[src/rtl/control_sequencer.sv]
// control_sequencer: multi-cycle control unit for a 32-bit single-bus datapath.
// Fetch runs over T0-T2 and execute over T3-T7. Every strobe is a registered
// decode of the state being entered, so the outputs change only on a rising edge.
//
// Memory waits:
//   mem_ready is sampled at the edge that begins a wait-state cycle.
//   If it is high there, that cycle is the completing cycle: MDRin is raised for
//   a read, and the FSM leaves the state on the following edge.
//   A mem_ready held high from an earlier access therefore completes the next
//   access in its first cycle.
//
// The current state is held in state_q (type state_t). Debug logic can bind to
// it directly.
module control_sequencer #(
  parameter int OPW  = 5,
  parameter int ALUW = 4
) (
  input  logic            clk,
  input  logic            clr,
  input  logic [OPW-1:0]  ir_opcode,
  input  logic            mem_ready,
  output logic            PCout,
  output logic            Zlowout,
  output logic            MDRout,
  output logic            Cout,
  output logic            MARin,
  output logic            PCin,
  output logic            MDRin,
  output logic            IRin,
  output logic            Yin,
  output logic            Zin,
  output logic            IncPC,
  output logic            Read,
  output logic            Write,
  output logic            Gra,
  output logic            Grb,
  output logic            Grc,
  output logic            Rin,
  output logic            Rout,
  output logic            BAout,
  output logic [ALUW-1:0] alu_op,
  output logic            run
);

  typedef enum logic [3:0] {
    S_RST, S_T0, S_T1, S_T2, S_T3, S_T4, S_T5, S_T6, S_T7, S_HALT
  } state_t;

  typedef struct packed {
    logic            pcout;
    logic            zlowout;
    logic            mdrout;
    logic            cout;
    logic            marin;
    logic            pcin;
    logic            mdrin;
    logic            irin;
    logic            yin;
    logic            zin;
    logic            incpc;
    logic            read;
    logic            write;
    logic            gra;
    logic            grb;
    logic            grc;
    logic            rin;
    logic            rout;
    logic            baout;
    logic [ALUW-1:0] alu_op;
    logic            run;
  } ctrl_t;

  localparam logic [OPW-1:0] OP_LD   = OPW'(0);
  localparam logic [OPW-1:0] OP_LDI  = OPW'(1);
  localparam logic [OPW-1:0] OP_ST   = OPW'(2);
  localparam logic [OPW-1:0] OP_ADD  = OPW'(3);
  localparam logic [OPW-1:0] OP_SUB  = OPW'(4);
  localparam logic [OPW-1:0] OP_AND  = OPW'(5);
  localparam logic [OPW-1:0] OP_OR   = OPW'(6);
  localparam logic [OPW-1:0] OP_ADDI = OPW'(12);
  localparam logic [OPW-1:0] OP_HALT = OPW'(27);

  localparam logic [ALUW-1:0] ALU_ADD = ALUW'(0);
  localparam logic [ALUW-1:0] ALU_SUB = ALUW'(1);
  localparam logic [ALUW-1:0] ALU_AND = ALUW'(2);
  localparam logic [ALUW-1:0] ALU_OR  = ALUW'(3);

  state_t         state_q;
  state_t         state_n;
  ctrl_t          ctrl_q;
  logic           rdy_q;   // mem_ready as sampled at the edge that began this cycle
  logic [OPW-1:0] op_q;    // opcode captured as the FSM leaves T2
  logic [OPW-1:0] op_cur;  // opcode that governs the state being entered

  function automatic logic is_rtype(input logic [OPW-1:0] op);
    return (op == OP_ADD) || (op == OP_SUB) || (op == OP_AND) || (op == OP_OR);
  endfunction

  // ld, ldi and st share the base-address calculation in T3/T4.
  function automatic logic is_mem(input logic [OPW-1:0] op);
    return (op == OP_LD) || (op == OP_LDI) || (op == OP_ST);
  endfunction

  function automatic logic is_exec(input logic [OPW-1:0] op);
    return is_rtype(op) || is_mem(op) || (op == OP_ADDI);
  endfunction

  function automatic logic [ALUW-1:0] alu_sel(input logic [OPW-1:0] op);
    logic [ALUW-1:0] a;
    unique case (op)
      OP_SUB:  a = ALU_SUB;
      OP_AND:  a = ALU_AND;
      OP_OR:   a = ALU_OR;
      default: a = ALU_ADD;
    endcase
    return a;
  endfunction

  // Strobe set for state s.
  //   first: s is entered from a different state (not a repeated wait cycle).
  //   ready: mem_ready as seen at the edge that enters s.
  function automatic ctrl_t decode(input state_t s, input logic [OPW-1:0] op,
                                   input logic first, input logic ready);
    ctrl_t c;
    c     = '0;
    c.run = 1'b1;
    unique case (s)
      S_T0: begin
        c.pcout = 1'b1;
        c.marin = 1'b1;
        c.incpc = 1'b1;
        c.zin   = 1'b1;
      end
      S_T1: begin
        c.zlowout = 1'b1;
        c.pcin    = first;
        c.read    = 1'b1;
        c.mdrin   = ready;
      end
      S_T2: begin
        c.mdrout = 1'b1;
        c.irin   = 1'b1;
      end
      S_T3: begin
        c.grb   = 1'b1;
        c.rout  = 1'b1;
        c.yin   = 1'b1;
        c.baout = is_mem(op);
      end
      S_T4: begin
        c.zin = 1'b1;
        if (is_rtype(op)) begin
          c.grc    = 1'b1;
          c.rout   = 1'b1;
          c.alu_op = alu_sel(op);
        end else begin
          c.cout   = 1'b1;
          c.alu_op = ALU_ADD;
        end
      end
      S_T5: begin
        c.zlowout = 1'b1;
        if ((op == OP_LD) || (op == OP_ST)) begin
          c.marin = 1'b1;
        end else begin
          c.gra = 1'b1;
          c.rin = 1'b1;
        end
      end
      S_T6: begin
        if (op == OP_LD) begin
          c.read  = 1'b1;
          c.mdrin = ready;
        end else begin
          c.gra   = 1'b1;
          c.rout  = 1'b1;
          c.mdrin = 1'b1;
        end
      end
      S_T7: begin
        if (op == OP_LD) begin
          c.mdrout = 1'b1;
          c.gra    = 1'b1;
          c.rin    = 1'b1;
        end else begin
          c.write = 1'b1;
        end
      end
      S_HALT: c.run = 1'b0;
      default: ;
    endcase
    return c;
  endfunction

  // In T2 the instruction register has just been loaded, so use the live opcode.
  assign op_cur = (state_q == S_T2) ? ir_opcode : op_q;

  // Next-state selection, including the memory wait loops.
  always_comb begin
    state_n = S_RST;
    unique case (state_q)
      S_RST:  state_n = S_T0;
      S_T0:   state_n = S_T1;
      S_T1:   state_n = rdy_q ? S_T2 : S_T1;
      S_T2: begin
        if (ir_opcode == OP_HALT)      state_n = S_HALT;
        else if (is_exec(ir_opcode))   state_n = S_T3;
        else                           state_n = S_T0;
      end
      S_T3:   state_n = S_T4;
      S_T4:   state_n = S_T5;
      S_T5:   state_n = ((op_q == OP_LD) || (op_q == OP_ST)) ? S_T6 : S_T0;
      S_T6: begin
        if (op_q == OP_LD) state_n = rdy_q ? S_T7 : S_T6;
        else               state_n = S_T7;
      end
      S_T7: begin
        if (op_q == OP_ST) state_n = rdy_q ? S_T0 : S_T7;
        else               state_n = S_T0;
      end
      S_HALT: state_n = S_HALT;
      default: state_n = S_RST;
    endcase
  end

  // State, captured opcode, ready sample and registered strobes. clr wins everywhere.
  always_ff @(posedge clk) begin
    if (clr) begin
      state_q <= S_RST;
      ctrl_q  <= decode(S_RST, '0, 1'b0, 1'b0);
      rdy_q   <= 1'b0;
      op_q    <= '0;
    end else begin
      state_q <= state_n;
      ctrl_q  <= decode(state_n, op_cur, state_n != state_q, mem_ready);
      rdy_q   <= mem_ready;
      if (state_q == S_T2) op_q <= ir_opcode;
    end
  end

  assign PCout   = ctrl_q.pcout;
  assign Zlowout = ctrl_q.zlowout;
  assign MDRout  = ctrl_q.mdrout;
  assign Cout    = ctrl_q.cout;
  assign MARin   = ctrl_q.marin;
  assign PCin    = ctrl_q.pcin;
  assign MDRin   = ctrl_q.mdrin;
  assign IRin    = ctrl_q.irin;
  assign Yin     = ctrl_q.yin;
  assign Zin     = ctrl_q.zin;
  assign IncPC   = ctrl_q.incpc;
  assign Read    = ctrl_q.read;
  assign Write   = ctrl_q.write;
  assign Gra     = ctrl_q.gra;
  assign Grb     = ctrl_q.grb;
  assign Grc     = ctrl_q.grc;
  assign Rin     = ctrl_q.rin;
  assign Rout    = ctrl_q.rout;
  assign BAout   = ctrl_q.baout;
  assign alu_op  = ctrl_q.alu_op;
  assign run     = ctrl_q.run;

endmodule

[config.mk]
export PLATFORM = sky130hd
export DESIGN_NAME = control_sequencer
export DESIGN_NICKNAME = d
export VERILOG_FILES = /design/src/rtl/control_sequencer.sv
export SDC_FILE = /design/constraint.sdc
export NUM_CORES = 1
export LEC_CHECK = 0
export ABC_CLOCK_PERIOD_IN_PS = 3900
export BUFFER_PORTS_ARGS = -buffer_cell sky130_fd_sc_hd__buf_2
export CAP_MARGIN = 30
export CORE_UTILIZATION = 44
export DETAILED_ROUTE_END_ITERATION = 16
export PLACE_DENSITY = 0.74
export SYNTH_ARGS = -nofsm -noshare
export SYNTH_HDL_FRONTEND = slang
export SYNTH_SLANG_ARGS = --single-unit
[constraint.sdc]
create_clock -name clk -period 3.9 [get_ports clk]
set_input_delay 0.585 -clock clk [delete_from_list [all_inputs] [get_ports clk]]
set_output_delay 0.585 -clock clk [all_outputs]
set_load 0.02 [all_outputs]
======== Word level (Yosys, flattened, before mapping) ========
Cells that the tools add are included.
storage, ports and cells
  output and inout bits ................... 24
  logic and storage cells ................. 117
  register bits after elaboration ......... 32
  input bits .............................. 8
cells by class
  bitwise operators ....................... 5
  multiplexer cells ....................... 31
  reduce and logical (&&, ||, !) cells .... 25
  equality and inequality tests ........... 34
operators with widths
  cell                                                             count
  4-bit case mux with 10 select lines                              1
  4-bit by 3-bit == test with 1-bit output, second input constant  8
  5-bit by 3-bit == test with 1-bit output, second input constant  6
  5-bit by 2-bit == test with 1-bit output, second input constant  5
  4-bit 2-to-1 mux                                                 5
  4-bit by 2-bit == test with 1-bit output, second input constant  4
  4-bit == test, second input constant                             4
  5-bit zero test                                                  3
  1-bit logical OR                                                 14
  1-bit 2-to-1 mux                                                 14
  2-bit OR reduction                                               6
  5-bit by 1-bit == test with 1-bit output, second input constant  2
  1-bit case mux with 2 select lines                               5
  4-bit by 1-bit == test with 1-bit output, second input constant  2
  3-bit 2-to-1 mux                                                 2
  1-bit case mux with 3 select lines                               2
  2-bit case mux with 3 select lines                               1
  5-bit by 4-bit == test with 1-bit output, second input constant  1
  5-bit == test, second input constant                             1
  5-bit 2-to-1 mux                                                 1
  1-bit NOT                                                        5
  4-bit zero test                                                  1
  4-bit inequality test                                            1
  3-bit OR reduction                                               1

======== Depth between registers and ports, before layout ========
  depth in word-level cells ............... 12
  gate-level depth with buffers ........... 8
  gate-level depth less buffers ........... 7

======== Worst setup path after synthesis ========
No wires, ideal clock.
  path kind ............................... register to register
  from .................................... reg op_q[4]
  to ...................................... reg ctrl_q (netlist bit Rout)
  data arrival time ....................... 1.707 ns
  clock period less this slack ............ 1.823 ns
  stages on the path, launching flop included .. 6
  path slack .............................. 2.077 ns
  required time ........................... 3.784 ns
  setup time .............................. 0.116 ns
  path buffers ............................ 0
  path through ............................ dfxtp_1 nor4_1 nand3_1 a311o_1 mux2i_1 a31o_2
on the way
  longest elaborated chain between the ends .. 7
  elaborated cells between the ends (all ways) .. 22
  classes of those cells .................. eq/ne: 8; mux: 8; reduce/logical: 6
ends and longest elaborated chain
  element                                                                      RTL line  text
  start: declaration                                                           92        logic [OPW-1:0] op_q;
  start signal: assignment                                                     237       if (state_q == S_T2) op_q <= ir_opcode;
  branches (longest 6 deep; another with 4-bit case mux with 10 select lines)  n/a
  1-bit case mux with 3 select lines *                                         127       unique case (s)
  end signal: assignment                                                       230       ctrl_q <= decode(S_RST, '0, 1'b0, 1'b0);
  end signal: assignment                                                       235       ctrl_q <= decode(state_n, op_cur, state_n != state_q, mem_ready);
  end: declaration                                                             90        ctrl_t ctrl_q;
Every way passes the cells marked *.
A chain may end at the register's enable or synchronous reset.

======== Final worst setup path ========
  from .................................... reg state_q[3]
  to ...................................... reg ctrl_q (netlist bit Rout)
on the way
  longest elaborated chain between the ends .. 8
  elaborated cells between the ends (all ways) .. 26
  classes of those cells .................. eq/ne: 16; mux: 5; reduce/logical: 5
ends and longest elaborated chain
  element                                                                                                      RTL line  text
  start: declaration                                                                                           88        state_t state_q;
  start signal: assignment                                                                                     234       state_q <= state_n;
  4-bit by 2-bit == test with 1-bit output                                                                     196, 201
  5-bit 2-to-1 mux                                                                                             n/a
  5-bit by 2-bit == test with 1-bit output / 5-bit by 3-bit == test with 1-bit output (equally long branches)  96        return (op == OP_ADD) || (op == OP_SUB) || (op == OP_AND) || (op == OP_OR);
  1-bit logical OR (3 in series)                                                                               96
  1-bit 2-to-1 mux                                                                                             152       if (is_rtype(op)) begin
  1-bit case mux with 3 select lines *                                                                         127
Every way passes the cells marked *; elsewhere a longest branch is shown, timed or not.

==> impl_results.md <==
* Category of the worst setup path launch point: flip-flop
* Post-CTS Setup Inserts at 0
* Sequential fraction of the synthesis area at 42.48%
* Deepest clock path buffer count at 2
* Post-Route WL at 2852 µm
* Top FF cell, synth: sky130_fd_sc_hd__dfxtp_1
* Via count of the first global-routing pass at 1016
* Register containing the most flip-flops in the final layout: op_q
* Worst slew margin relative to its limit at 49.54%
* Number of different library cells in the post-synthesis netlist at 50
* I/O pin count at 32
* Maximum vdd ir drop at 0.1567 mV
* Result of the run: complete, no violations
* Post-Layout Inst Area at 1605 µm²
* Kind of critical path: reg -> reg
* Proportion of register bits with asynchronous set or reset after synthesis at 0%
* Number of max-capacitance violations reported at 0
* Placer Congestion at 0.8877
* Starting Density at 46.31%
* Full die area at 3444 µm²
* Synth area leaders: sky130_fd_sc_hd__dfxtp_1 42%, sky130_fd_sc_hd__mux2i_1 6.4%, sky130_fd_sc_hd__nor2_1 4.5%, sky130_fd_sc_hd__nand2b_1 2.7%, sky130_fd_sc_hd__nor3_1 2.5%
* Sequential cell area at 600.6 µm²
* Overall fraction of global-route tracks in use at 17.95%
* Core area at 3053 µm²
* Flip-flop count of the largest register, all copies and words added at 5
* Number of CTS-inserted buffers at 5
* Ranking of synthesized cells by instance count: 30 x sky130_fd_sc_hd__dfxtp_1, 17 x sky130_fd_sc_hd__nor2_1, 9 x sky130_fd_sc_hd__mux2i_1, 9 x sky130_fd_sc_hd__nand2_1, 7 x sky130_fd_sc_hd__nor3_1
* Pin count of the biggest net entering global routing at 15
* Clock edge transition at the registers on the reported setup and hold paths at 0.08 ns
* Clock skew at 0.01214 ns
* Pleak at 0.6789 nW
* Die width at 58.69 µm
* Clock root cell: sky130_fd_sc_hd__clkbuf_4
* Diodes inserted at 0
* Share of layout cells above drive strength 1 at 26.82%
* Placement-stage cell area at 1554 µm²
* Quantity of I/O buffers inserted on ports at 29
* Remaining design rule violation count at 0
* Synthesized flop and latch total at 30
* Number of nets in the final layout at 188
* Vias per Instance at 5.274
* H-tree Lvls at 2
* Total via count in the routed design at 1176
* Insertion delay of the later-clocked pin in the worst-skew pair at 0.32 ns
* Post-CTS resize count at 0
* Type of the most critical hold path: in -> reg
* Final HPWL from detailed placement at 2057 µm
* Post-Route Utilization at 52.58%
* Unrepaired setup endpoints after global routing: no
* Final critical-path share of the clock period at 56.30%
* Critical path peak fanout at 11
* Number of sinks on the clock net at 30
* Transition time at the pin with the least slew margin at 0.7490 ns
* Total negative slack for setup checks at 0 ns
* Number of enable flip-flop cells after synthesis at 0
* Total number of yosys warnings at 0
* Cell count after synthesis at 153
* Count of fill cells added during filler insertion at 300
* Number of hold violations in the final report at 0
* Count leader, synth: sky130_fd_sc_hd__dfxtp_1
* Placement row count at 20
* Global-route wire length before repair at 4567 µm
* Chip Height at 58.69 µm
* Total grt overflow at 0
* Syn avg cell area at 9.241 µm²
* TritonRoute pass-1 iters at 4
* Maximum clock frequency at 455.5 MHz
* CTS tree: yes
* Crit path capture type: flip-flop
* Post-synthesis cell area at 1414 µm²
* Power density over cell area at 404.7 nW/µm²
* Per-cell routed wire length at 12.79 µm
* Hold buffers post-CTS at 0
* Worst endpoint required time at 4.11 ns
* Multi-input gate area in the final layout at 738.2 µm²
* Area growth from synthesis to final layout at 13.54%
* Max Slew Vio Count at 0
* Share of Yosys cell area claimed by the top area cell type at 42.48%
* Cell Count Post-Placement at 217
* Violation count after the first detailed-routing iteration at 25
* Final number of setup-violating endpoints at 0
* Final Critical Period at 2.196 ns
* Filler-free cell count of the finished design at 223
* Biggest area consumer among synthesized cells: sky130_fd_sc_hd__dfxtp_1
* Number of antenna violations at the first check in global routing at 0
* Worst EP arrival at 2.41 ns
* Number of nets still failing antenna checks after routing at 0
[critical path, stage by stage (launching register included)]
cell and delay [ns]:
sky130_fd_sc_hd__dfxtp_1 0.52, sky130_fd_sc_hd__nor2_1 0.09, sky130_fd_sc_hd__and3_1 0.37, sky130_fd_sc_hd__o21ai_0 0.68
sky130_fd_sc_hd__mux2i_1 0.15, sky130_fd_sc_hd__a31o_2 0.28
[metal layers]
metal  share of wire (%)  wire length (µm)  global-route usage [%]
met2                  46              1315                   27.75
met1                  47              1331                   22.77
met4                 1.5                43                   7.823
met5                   0                 0                       0
met3                 5.7               163                   6.154
[area by class of cell]
class	count	share of cell area (%)
multi-input cells	110	45.99
inverters	4	0.9353
clock buffers	6	3.196
flip-flops and latches	30	37.41
repair buffers	29	9.041
well taps	44	3.429
[final timing paths]
kind                                            to  slack, ns                  start  cells past startpoint
worst max-delay path               Rout$_SDFF_PP0_       1.70  state_q[3]$_SDFF_PP0_                      5
worst min register to register  op_q[3]$_SDFF_PP0_       0.60     op_q[3]$_SDFF_PP0_                      2
worst max register to register     Rout$_SDFF_PP0_       1.70  state_q[3]$_SDFF_PP0_                      5
worst min-delay path              rdy_q$_SDFF_PP0_       0.51              mem_ready                      2
[through the flow]
| stage | total power, W | setup slack [ns] | hold slack [ns] |
|---|---|---|---|
| after floorplan | 0.0004514 | 2.077 | 0.5343 |
| after global placement | 0.0004749 | 1.790 | 0.5697 |
| after detailed placement | 0.0004783 | 1.723 | 0.5792 |
| after CTS | 0.0006546 | 1.696 | 0.4986 |
| after global routing | 0.0006831 | 1.502 | 0.4941 |
| final | 0.0006497 | 1.704 | 0.5079 |
[where the power goes]
| group | internal (W) | switching [W] |
|---|---|---|
| Sequential | 0.000322 | 0.0000153 |
| Combinational | 0.0000514 | 0.0000838 |
| Clock | 0.0000810 | 0.0000957 |
| Total | 0.000455 | 0.000195 |
[placed cells by master (no fill, tap or decap), drive strengths merged, types with 3 or more instances in the layout]
cell / count
a21oi: 8
buf: 29
clkbuf: 6
dfxtp: 30
inv: 4
mux2: 3
mux2i: 9
nand2: 10
nand2b: 6
nand3: 5
nor2: 18
nor2b: 4
nor3: 7
o21bai: 3
[cells by family after synthesis]
family                    after synthesis  synth area share [%]
muxes                                  12                 8.761
buffers and inverters                  14                 5.575
other                                   1                0.2652
xor gates and xnor gates                2                 1.239
AOI/OAI and AO/OA                      29                 16.46
and+or+nand+nor                        65                 25.22
DFF                                    30                 42.48
No activity file was read; power rests on OpenSTA's default activity.
